<file path="config.mk">
export PLATFORM = sky130hd
export DESIGN_NAME = cpu_sequencer_flat
export DESIGN_NICKNAME = d
export VERILOG_FILES = /design/src/rtl/cpu_sequencer_if.sv /design/src/rtl/cpu_sequencer.sv /design/src/flat_wrapper.sv
export SDC_FILE = /design/constraint.sdc
export NUM_CORES = 1
export LEC_CHECK = 0
export ABC_CLOCK_PERIOD_IN_PS = 2500
export CAP_MARGIN = 20
export CORE_ASPECT_RATIO = 1.5
export CORE_UTILIZATION = 46
export CTS_CLUSTER_SIZE = 16
export DETAILED_ROUTE_END_ITERATION = 8
export PLACE_DENSITY_LB_ADDON = 0.2
export SLEW_MARGIN = 0
export SYNTH_ARGS = -nofsm -noshare
export SYNTH_HDL_FRONTEND = slang
export SYNTH_SLANG_ARGS = --single-unit
</file>
<file path="constraint.sdc">
create_clock -name clk_i -period 2.5 [get_ports clk_i]
set_clock_uncertainty 0.15 [all_clocks]
set_input_delay 0.5 -clock clk_i [delete_from_list [all_inputs] [get_ports clk_i]]
set_output_delay 0.5 -clock clk_i [all_outputs]
set_load 0.005 [all_outputs]
</file>
<file path="src/rtl/cpu_sequencer_if.sv">
// cpu_sequencer_if: bundles the sequencer's handshake and status signals.
//   run       - level enable from the core controller
//   imem_req  - instruction fetch request        imem_ack - fetch data valid
//   inst_in   - instruction word from memory      inst_out - latched instruction register
//   ex_stall  - execute unit busy                 state    - current sequencer state
//   pc_enable - PC advance strobe                 reg_we   - register-bank write strobe
//   halted    - core stopped                      fault    - sticky fetch-timeout flag
//   retired   - retired-instruction counter
// master: the sequencer. slave: the surrounding core (or a testbench).
interface cpu_sequencer_if #(
   parameter int unsigned WIDTH = 32
);
   logic             run;
   logic             imem_req;
   logic             imem_ack;
   logic [WIDTH-1:0] inst_in;
   logic [WIDTH-1:0] inst_out;
   logic             ex_stall;
   logic [2:0]       state;
   logic             pc_enable;
   logic             reg_we;
   logic             halted;
   logic             fault;
   logic [31:0]      retired;

   modport master (
      input  run, imem_ack, inst_in, ex_stall,
      output imem_req, inst_out, state, pc_enable, reg_we, halted, fault, retired
   );

   modport slave (
      output run, imem_ack, inst_in, ex_stall,
      input  imem_req, inst_out, state, pc_enable, reg_we, halted, fault, retired
   );
endinterface

</file>
<file path="src/rtl/cpu_sequencer.sv">
// cpu_sequencer: multi-cycle FETCH/DECODE/EXECUTE/WRITE_BACK control FSM.
// Ports:
//   clk_i  - sole clock, rising edge
//   rst_ni - asynchronous active-low reset
//   bus    - cpu_sequencer_if master modport (handshake, instruction register, strobes,
//            status and retired counter)
// Every output is a register or a direct copy of one; no input reaches an output
// combinationally.
module cpu_sequencer #(
   parameter int unsigned WIDTH   = 32,
   parameter logic [4:0]  HALT_OP = 5'h1F,
   parameter logic [4:0]  BR_OP   = 5'h0C,
   parameter int unsigned TIMEOUT = 16
) (
   input logic             clk_i,
   input logic             rst_ni,
   cpu_sequencer_if.master bus
);

   typedef enum logic [2:0] {
      StIdle      = 3'd0,
      StFetch     = 3'd1,
      StDecode    = 3'd2,
      StExecute   = 3'd3,
      StWriteBack = 3'd4,
      StHalt      = 3'd5
   } state_e;

   // Wait count seen before the final permitted no-ack FETCH edge.
   localparam logic [7:0] TimeoutLast = 8'(TIMEOUT - 1);

   state_e           state_q, state_d;
   logic [WIDTH-1:0] inst_q, inst_d;
   logic [7:0]       wait_q, wait_d;
   logic             fault_q, fault_d;
   logic [31:0]      retired_q, retired_d;
   logic             imem_req_q, pc_enable_q, reg_we_q, halted_q;

   always_comb begin
      state_d   = state_q;
      inst_d    = inst_q;
      wait_d    = wait_q;
      fault_d   = fault_q;
      retired_d = retired_q;
      case (state_q)
         StIdle: begin
            if (bus.run) begin
               state_d = StFetch;
               wait_d  = '0;
            end
         end
         StFetch: begin
            if (bus.imem_ack) begin
               inst_d  = bus.inst_in;
               state_d = StDecode;
            end else if (wait_q == TimeoutLast) begin
               state_d = StHalt;
               fault_d = 1'b1;
            end else begin
               wait_d = wait_q + 8'd1;
            end
         end
         StDecode: begin
            state_d = (inst_q[31:27] == HALT_OP) ? StHalt : StExecute;
         end
         StExecute: begin
            if (!bus.ex_stall) state_d = StWriteBack;
         end
         StWriteBack: begin
            retired_d = retired_q + 32'd1;
            if (bus.run) begin
               state_d = StFetch;
               wait_d  = '0;
            end else begin
               state_d = StIdle;
            end
         end
         StHalt: begin
            state_d = StHalt;
         end
         default: begin
            // Corrupted state encoding is treated as a fault stop.
            state_d = StHalt;
            fault_d = 1'b1;
         end
      endcase
   end

   // Output flops are loaded from the next state so they line up with state_q.
   always_ff @(posedge clk_i or negedge rst_ni) begin
      if (!rst_ni) begin
         state_q     <= StIdle;
         inst_q      <= '0;
         wait_q      <= '0;
         fault_q     <= 1'b0;
         retired_q   <= '0;
         imem_req_q  <= 1'b0;
         pc_enable_q <= 1'b0;
         reg_we_q    <= 1'b0;
         halted_q    <= 1'b0;
      end else begin
         state_q     <= state_d;
         inst_q      <= inst_d;
         wait_q      <= wait_d;
         fault_q     <= fault_d;
         retired_q   <= retired_d;
         imem_req_q  <= (state_d == StFetch);
         pc_enable_q <= (state_d == StWriteBack);
         reg_we_q    <= (state_d == StWriteBack) && (inst_d[31:27] != BR_OP);
         halted_q    <= (state_d == StHalt);
      end
   end

   assign bus.state     = state_q;
   assign bus.inst_out  = inst_q;
   assign bus.imem_req  = imem_req_q;
   assign bus.pc_enable = pc_enable_q;
   assign bus.reg_we    = reg_we_q;
   assign bus.halted    = halted_q;
   assign bus.fault     = fault_q;
   assign bus.retired   = retired_q;

endmodule

</file>
<file path="src/flat_wrapper.sv">
// flat-port wrapper written by rule: the top's interface ports become plain ports
module cpu_sequencer_flat 
#(
   parameter int unsigned WIDTH   = 32,
   parameter logic [4:0]  HALT_OP = 5'h1F,
   parameter logic [4:0]  BR_OP   = 5'h0C,
   parameter int unsigned TIMEOUT = 16
)
  (clk_i, rst_ni, bus_run, bus_imem_ack, bus_inst_in, bus_ex_stall, bus_imem_req, bus_inst_out, bus_state, bus_pc_enable, bus_reg_we, bus_halted, bus_fault, bus_retired);
  cpu_sequencer_if #(.WIDTH(WIDTH)) bus_i ();
  input logic clk_i;
  input logic rst_ni;
  input wire logic [$bits(bus_i.run)-1:0] bus_run;
  input wire logic [$bits(bus_i.imem_ack)-1:0] bus_imem_ack;
  input wire logic [$bits(bus_i.inst_in)-1:0] bus_inst_in;
  input wire logic [$bits(bus_i.ex_stall)-1:0] bus_ex_stall;
  output wire logic [$bits(bus_i.imem_req)-1:0] bus_imem_req;
  output wire logic [$bits(bus_i.inst_out)-1:0] bus_inst_out;
  output wire logic [$bits(bus_i.state)-1:0] bus_state;
  output wire logic [$bits(bus_i.pc_enable)-1:0] bus_pc_enable;
  output wire logic [$bits(bus_i.reg_we)-1:0] bus_reg_we;
  output wire logic [$bits(bus_i.halted)-1:0] bus_halted;
  output wire logic [$bits(bus_i.fault)-1:0] bus_fault;
  output wire logic [$bits(bus_i.retired)-1:0] bus_retired;
  assign bus_i.run = bus_run;
  assign bus_i.imem_ack = bus_imem_ack;
  assign bus_i.inst_in = bus_inst_in;
  assign bus_i.ex_stall = bus_ex_stall;
  assign bus_imem_req = bus_i.imem_req;
  assign bus_inst_out = bus_i.inst_out;
  assign bus_state = bus_i.state;
  assign bus_pc_enable = bus_i.pc_enable;
  assign bus_reg_we = bus_i.reg_we;
  assign bus_halted = bus_i.halted;
  assign bus_fault = bus_i.fault;
  assign bus_retired = bus_i.retired;
  cpu_sequencer #(.WIDTH(WIDTH), .HALT_OP(HALT_OP), .BR_OP(BR_OP), .TIMEOUT(TIMEOUT)) u_core (.clk_i(clk_i), .rst_ni(rst_ni), .bus(bus_i));
endmodule
</file>
## Yosys cells after proc, flatten, opt, wreduce, memory -nomap -nowiden

Index checks and enable logic that the tools add are counted.

- Output and inout port bits: 72
- Bits in registers: 80
- Input bits: 37
- Word-level logic and storage cells: 52

- Eq/ne operators: 15
- Bitwise logic cells: 1
- Multiplexer cells: 16
- Reductions and logical operators: 8
- Add/sub/neg operators: 2

Operators with widths:

| kind | count |
|---|---|
| 32-bit 2-to-1 mux | 2 |
| 32-bit by 1-bit adder with 32-bit output, second input constant | 1 |
| 8-bit 2-to-1 mux | 3 |
| 8-bit case mux with 2 select lines | 1 |
| 3-bit 2-to-1 mux | 5 |
| 3-bit case mux with 5 select lines | 1 |
| 3-bit == test, second input constant | 4 |
| 8-bit by 1-bit adder with 8-bit output, second input constant | 1 |
| 8-bit by 4-bit == test with 1-bit output, second input constant | 1 |
| 3-bit by 1-bit == test with 1-bit output, second input constant | 2 |
| 3-bit by 2-bit == test with 1-bit output, second input constant | 2 |
| 5-bit == test, second input constant | 1 |
| 5-bit by 4-bit != test with 1-bit output, second input constant | 1 |
| 5-bit OR reduction | 1 |
| 2-bit by 1-bit != test with 1-bit output, second input constant | 2 |
| 2-bit != test, second input constant | 2 |
| 4-bit AND reduction | 1 |
| 3-bit zero test | 1 |
| 1-bit 2-to-1 mux | 3 |
| 3-bit AND reduction | 1 |
| 1-bit case mux with 2 select lines | 1 |
| 2-bit AND reduction | 1 |
| 2-bit nonzero test | 1 |
| 2-bit OR reduction | 1 |
| other kinds (2) | 2 |

## Logic depth before layout (Yosys ltp)

- Depth after elaboration: 6
- Depth in mapped cells: 7
- Depth with buffers taken out: 5

## Least setup slack after synthesis

OpenSTA, ideal clock, no wires.

- Kind: reg2reg
- Start: register u_core.state_q[0] (netlist: u_core.bus.state[0])
- End: register u_core.wait_q[3]
- Path buffers: 3
- Cell stages (with the launch flop): 8
- Slack: 0.359 ns
- Arrival time: 1.913 ns
- Library setup time: 0.078 ns
- Period minus slack after synthesis: 2.141 ns
- Cells stage by stage: dfrtp_1 buf_6 nor4bb_1 buf_6 or3_4 buf_6 or4_1 a21boi_1

- Cells in the longest elaborated chain, start to end: 4
- Elaborated cells on any way between the ends: 10
- Classes of those cells: 5 x eq/ne; 1 x mux; 4 x reduce/logical

RTL lines:

| item | RTL line | text |
|---|---|---|
| from (decl) | cpu_sequencer.sv:32 | `state_e state_q, state_d;` |
| from (signal assigned) | cpu_sequencer.sv:92 | `state_q <= StIdle;` |
| from (signal assigned) | cpu_sequencer.sv:102 | `state_q <= state_d;` |
| 3-bit == test or 3-bit zero test (tied branches) | cpu_sequencer.sv:45 | `case (state_q)` |
| 2-bit OR reduction (no line) | -- |  |
| 2-bit by 1-bit != test with 1-bit output (no line) or 2-bit nonzero test (tied branches) | -- |  |
| 4-bit AND reduction (no line) | -- |  |
| to (signal assigned) | cpu_sequencer.sv:104 | `wait_q <= wait_d;` |
| to (decl) | cpu_sequencer.sv:34 | `logic [7:0] wait_q, wait_d;` |

Parallel ways exist; a longest one is shown, timed or not.
A chain may end at the register's enable or synchronous reset.

## Worst setup path after layout

- Start: register u_core.state_q[1] (netlist: u_core.bus.state[1])
- End: output bus_state[1]

RTL lines:

| item | RTL line | text |
|---|---|---|
| to (decl) | flat_wrapper.sv:19 | `output wire logic [$bits(bus_i.state)-1:0] bus_state;` |

No word-level cell between the ends.

==> out/qor.yml <==
slowest_delay_ns: 0.67
power_mw: 4.57
cts_buffers: 9
timing.final.max_slew_violations: 0
place.gp.congestion: 0.784
synth-seq-cells: 80
syn-num-nets: 321
holdCritPathClass: "register to register"
critPathBufInv: 1
fin_crit_ns: 2.29
stdcell_count: 500
cts.sink_count: 80
path_class: "register to output port"
grt-ovfl-total: 0
fmax_ghz: 0.438
worstPathCellList: "clkdlybuf4s50_1"
relSlewSlack_pct: 57.0
grt_max_degree: 49
clk_pin_slew_ns: 0.08
finalWorstSetupSlack_ns: 0.214
worst_pin_slew_ns: 0.636
dp_cells: 483
synth_top_area_share_pct: 57.5
grt_pass1_vias: 2598
async_flop_share_pct: 100
dieArea_um2: 7930
cts-root-buf: "clkbuf_8"
yosysWarnings: 0
wire_per_inst_um: 15.2
irDropWorstVdd_v: 0.000632
nFillCells: 601
ant_nets: 0
hold_violations: 0
io_buffers: 108
cts_tree: "done"
ys_seq_area_share_pct: 57.5
layout_common_cells: "clkdlybuf4s50_1, dfrtp_1, mux2_2, xnor2_1, nand2_1"
setup_tns_ns: 0
power_leakage_nw: 2.06
drv_cap: 0
r2r_cells: 4
drtPass1Iterations: 4
netlist_instances: 282
synth_ff_type: "dfrtp_1"
syn_area_um2: 3480
setup_violations: 0
die_w_um: 73.1
worstPathRequired_ns: 1.85
rsz0062_at_grt: "no"
utilization_pct: 67.5
cts_max_path_buffers: 2
die_h_um: 109
end_kind: "output port"
area.growth.synth_to_final_pct: 40.8
pin_count: 109
core-area_um2: 7270
grt_use_total_pct: 20.9
insertion_delay_ns: 0.35
yosys.area.top_type: "dfrtp_1"
hold_depth: 1
cp_max_fo: 15
syn_area_per_cell_um2: 12.4
powerDensity_nw_per_um2: 930
finalNetCount: 434
ys_types: 43
start_util_pct: 47.9
grt_pass1_wl_um: 12200
drive_gt1_share_pct: 14.2
drcViolationCount: 0
antenna_found_initial: 0
period_share_pct: 91.4
vias: 2602
pre_cts_slack_ns: -0.0113
cp.depth: 1
layout_commonest_cell: "clkdlybuf4s50_1"
cp_top_family: "flip-flops"
cp.arrival_ns: 1.64
synth_edf_count: 0
wl_um: 7600
outcome: "finished, final reports clean"
antenna_cells: 0
rows: 38
cp-start-kind: "register"
via_per_inst: 5.20
drt_iter0_markers: 79
synth_area_leaders: "dfrtp_1, mux2_2, xnor2_1"
h-tree-depth: 3
dp_hpwl_um: 5450
crit_slowest_cell: "dfrtp_1"
## sequential cells by signal (all words and copies together), names as in the netlist
| name | flops |
|---|---|
| u_core.bus.fault | 1 |
| u_core.bus.halted | 1 |
| u_core.bus.imem_req | 1 |
| u_core.bus.inst_out | 32 |
| u_core.bus.pc_enable | 1 |
| u_core.bus.reg_we | 1 |
| u_core.bus.retired | 32 |
| u_core.bus.state | 3 |
| u_core.wait_q | 8 |
## final cells by class
| cell class | count | area, um^2 | share of cell area, % |
|---|---|---|---|
| flip-flops and latches | 80 | 2000 | 40.8 |
| multi-input cells | 178 | 1390 | 28.3 |
| repair buffers | 116 | 1150 | 23.5 |
| clock buffers | 13 | 159 | 3.24 |
| well taps | 100 | 125 | 2.55 |
| clock inverters | 3 | 40.0 | 0.816 |
| inverters | 10 | 37.5 | 0.765 |
## Yosys cell counts (all sizes together) (4+ instances only)
library cell and count:
clkbuf 10, xor2 4, and3 7, nand2 17, nor2 6, nand3 14
buf 4, and2 4, mux2 32, inv 10, dfrtp 80, xnor2 27
mux2i 4, nor4 7, nand4 16, and4 4
## logic make-up (layout without fill, tap and decap cells)
kind of cell	after synthesis	count (layout)	synth area share (%)
muxes	36	36	11.5
DFF	80	80	57.5
buffers and inverters	24	142	3.27
adders and majority gates	2	2	0.718
xor gates and xnor gates	31	31	7.79
and+or+nand+nor	93	93	15.7
AOI/OAI and AO/OA	16	16	3.63
## report_power, final
group	internal (mW)	switching (mW)
Sequential	1.66	0.299
Combinational	1.08	0.560
Clock	0.514	0.451
## repair_timing
action,CTS,global route
hold buffers,1,0
endpoints found under the hold margin,32,0
gates resized for setup,0,0
buffers inserted,0,0
## metal layers
metal	part of all wire, %	track usage [%]	vias to the layer above
li1	-	-	1223
met1	40	24.4	1273
met2	52	34.1	91
met3	5.9	6.62	15
met4	2.5	10.6	0
met5	0	0	-
## metrics by stage
stage               hold WS (ns)  area (um^2)
floorplan                 0.0544         3480
global placement           0.306         4700
detailed placement         0.312         4700
CTS                        0.334         4910
global route               0.360         4910
finish                     0.329         4910
## worst paths after layout
path / slack (ns) / endpoint / from
max in group asynchronous: 1.12 / u_core.bus.inst_out[18]$_DFFE_PN0P_ / rst_ni
worst min-delay path: 0.33 / u_core.bus.retired[31]$_DFFE_PN0P_ / u_core.bus.retired[31]$_DFFE_PN0P_
worst max register to register: 0.29 / u_core.bus.reg_we$_DFF_PN0_ / u_core.bus.state[1]$_DFF_PN0_
worst min register to register: 0.33 / u_core.bus.retired[31]$_DFFE_PN0P_ / u_core.bus.retired[31]$_DFFE_PN0P_
min in group asynchronous: 0.48 / u_core.bus.retired[26]$_DFFE_PN0P_ / rst_ni
worst max-delay path: 0.21 / bus_state[1] / u_core.bus.state[1]$_DFF_PN0_
(Power assumes the default switching activity.)
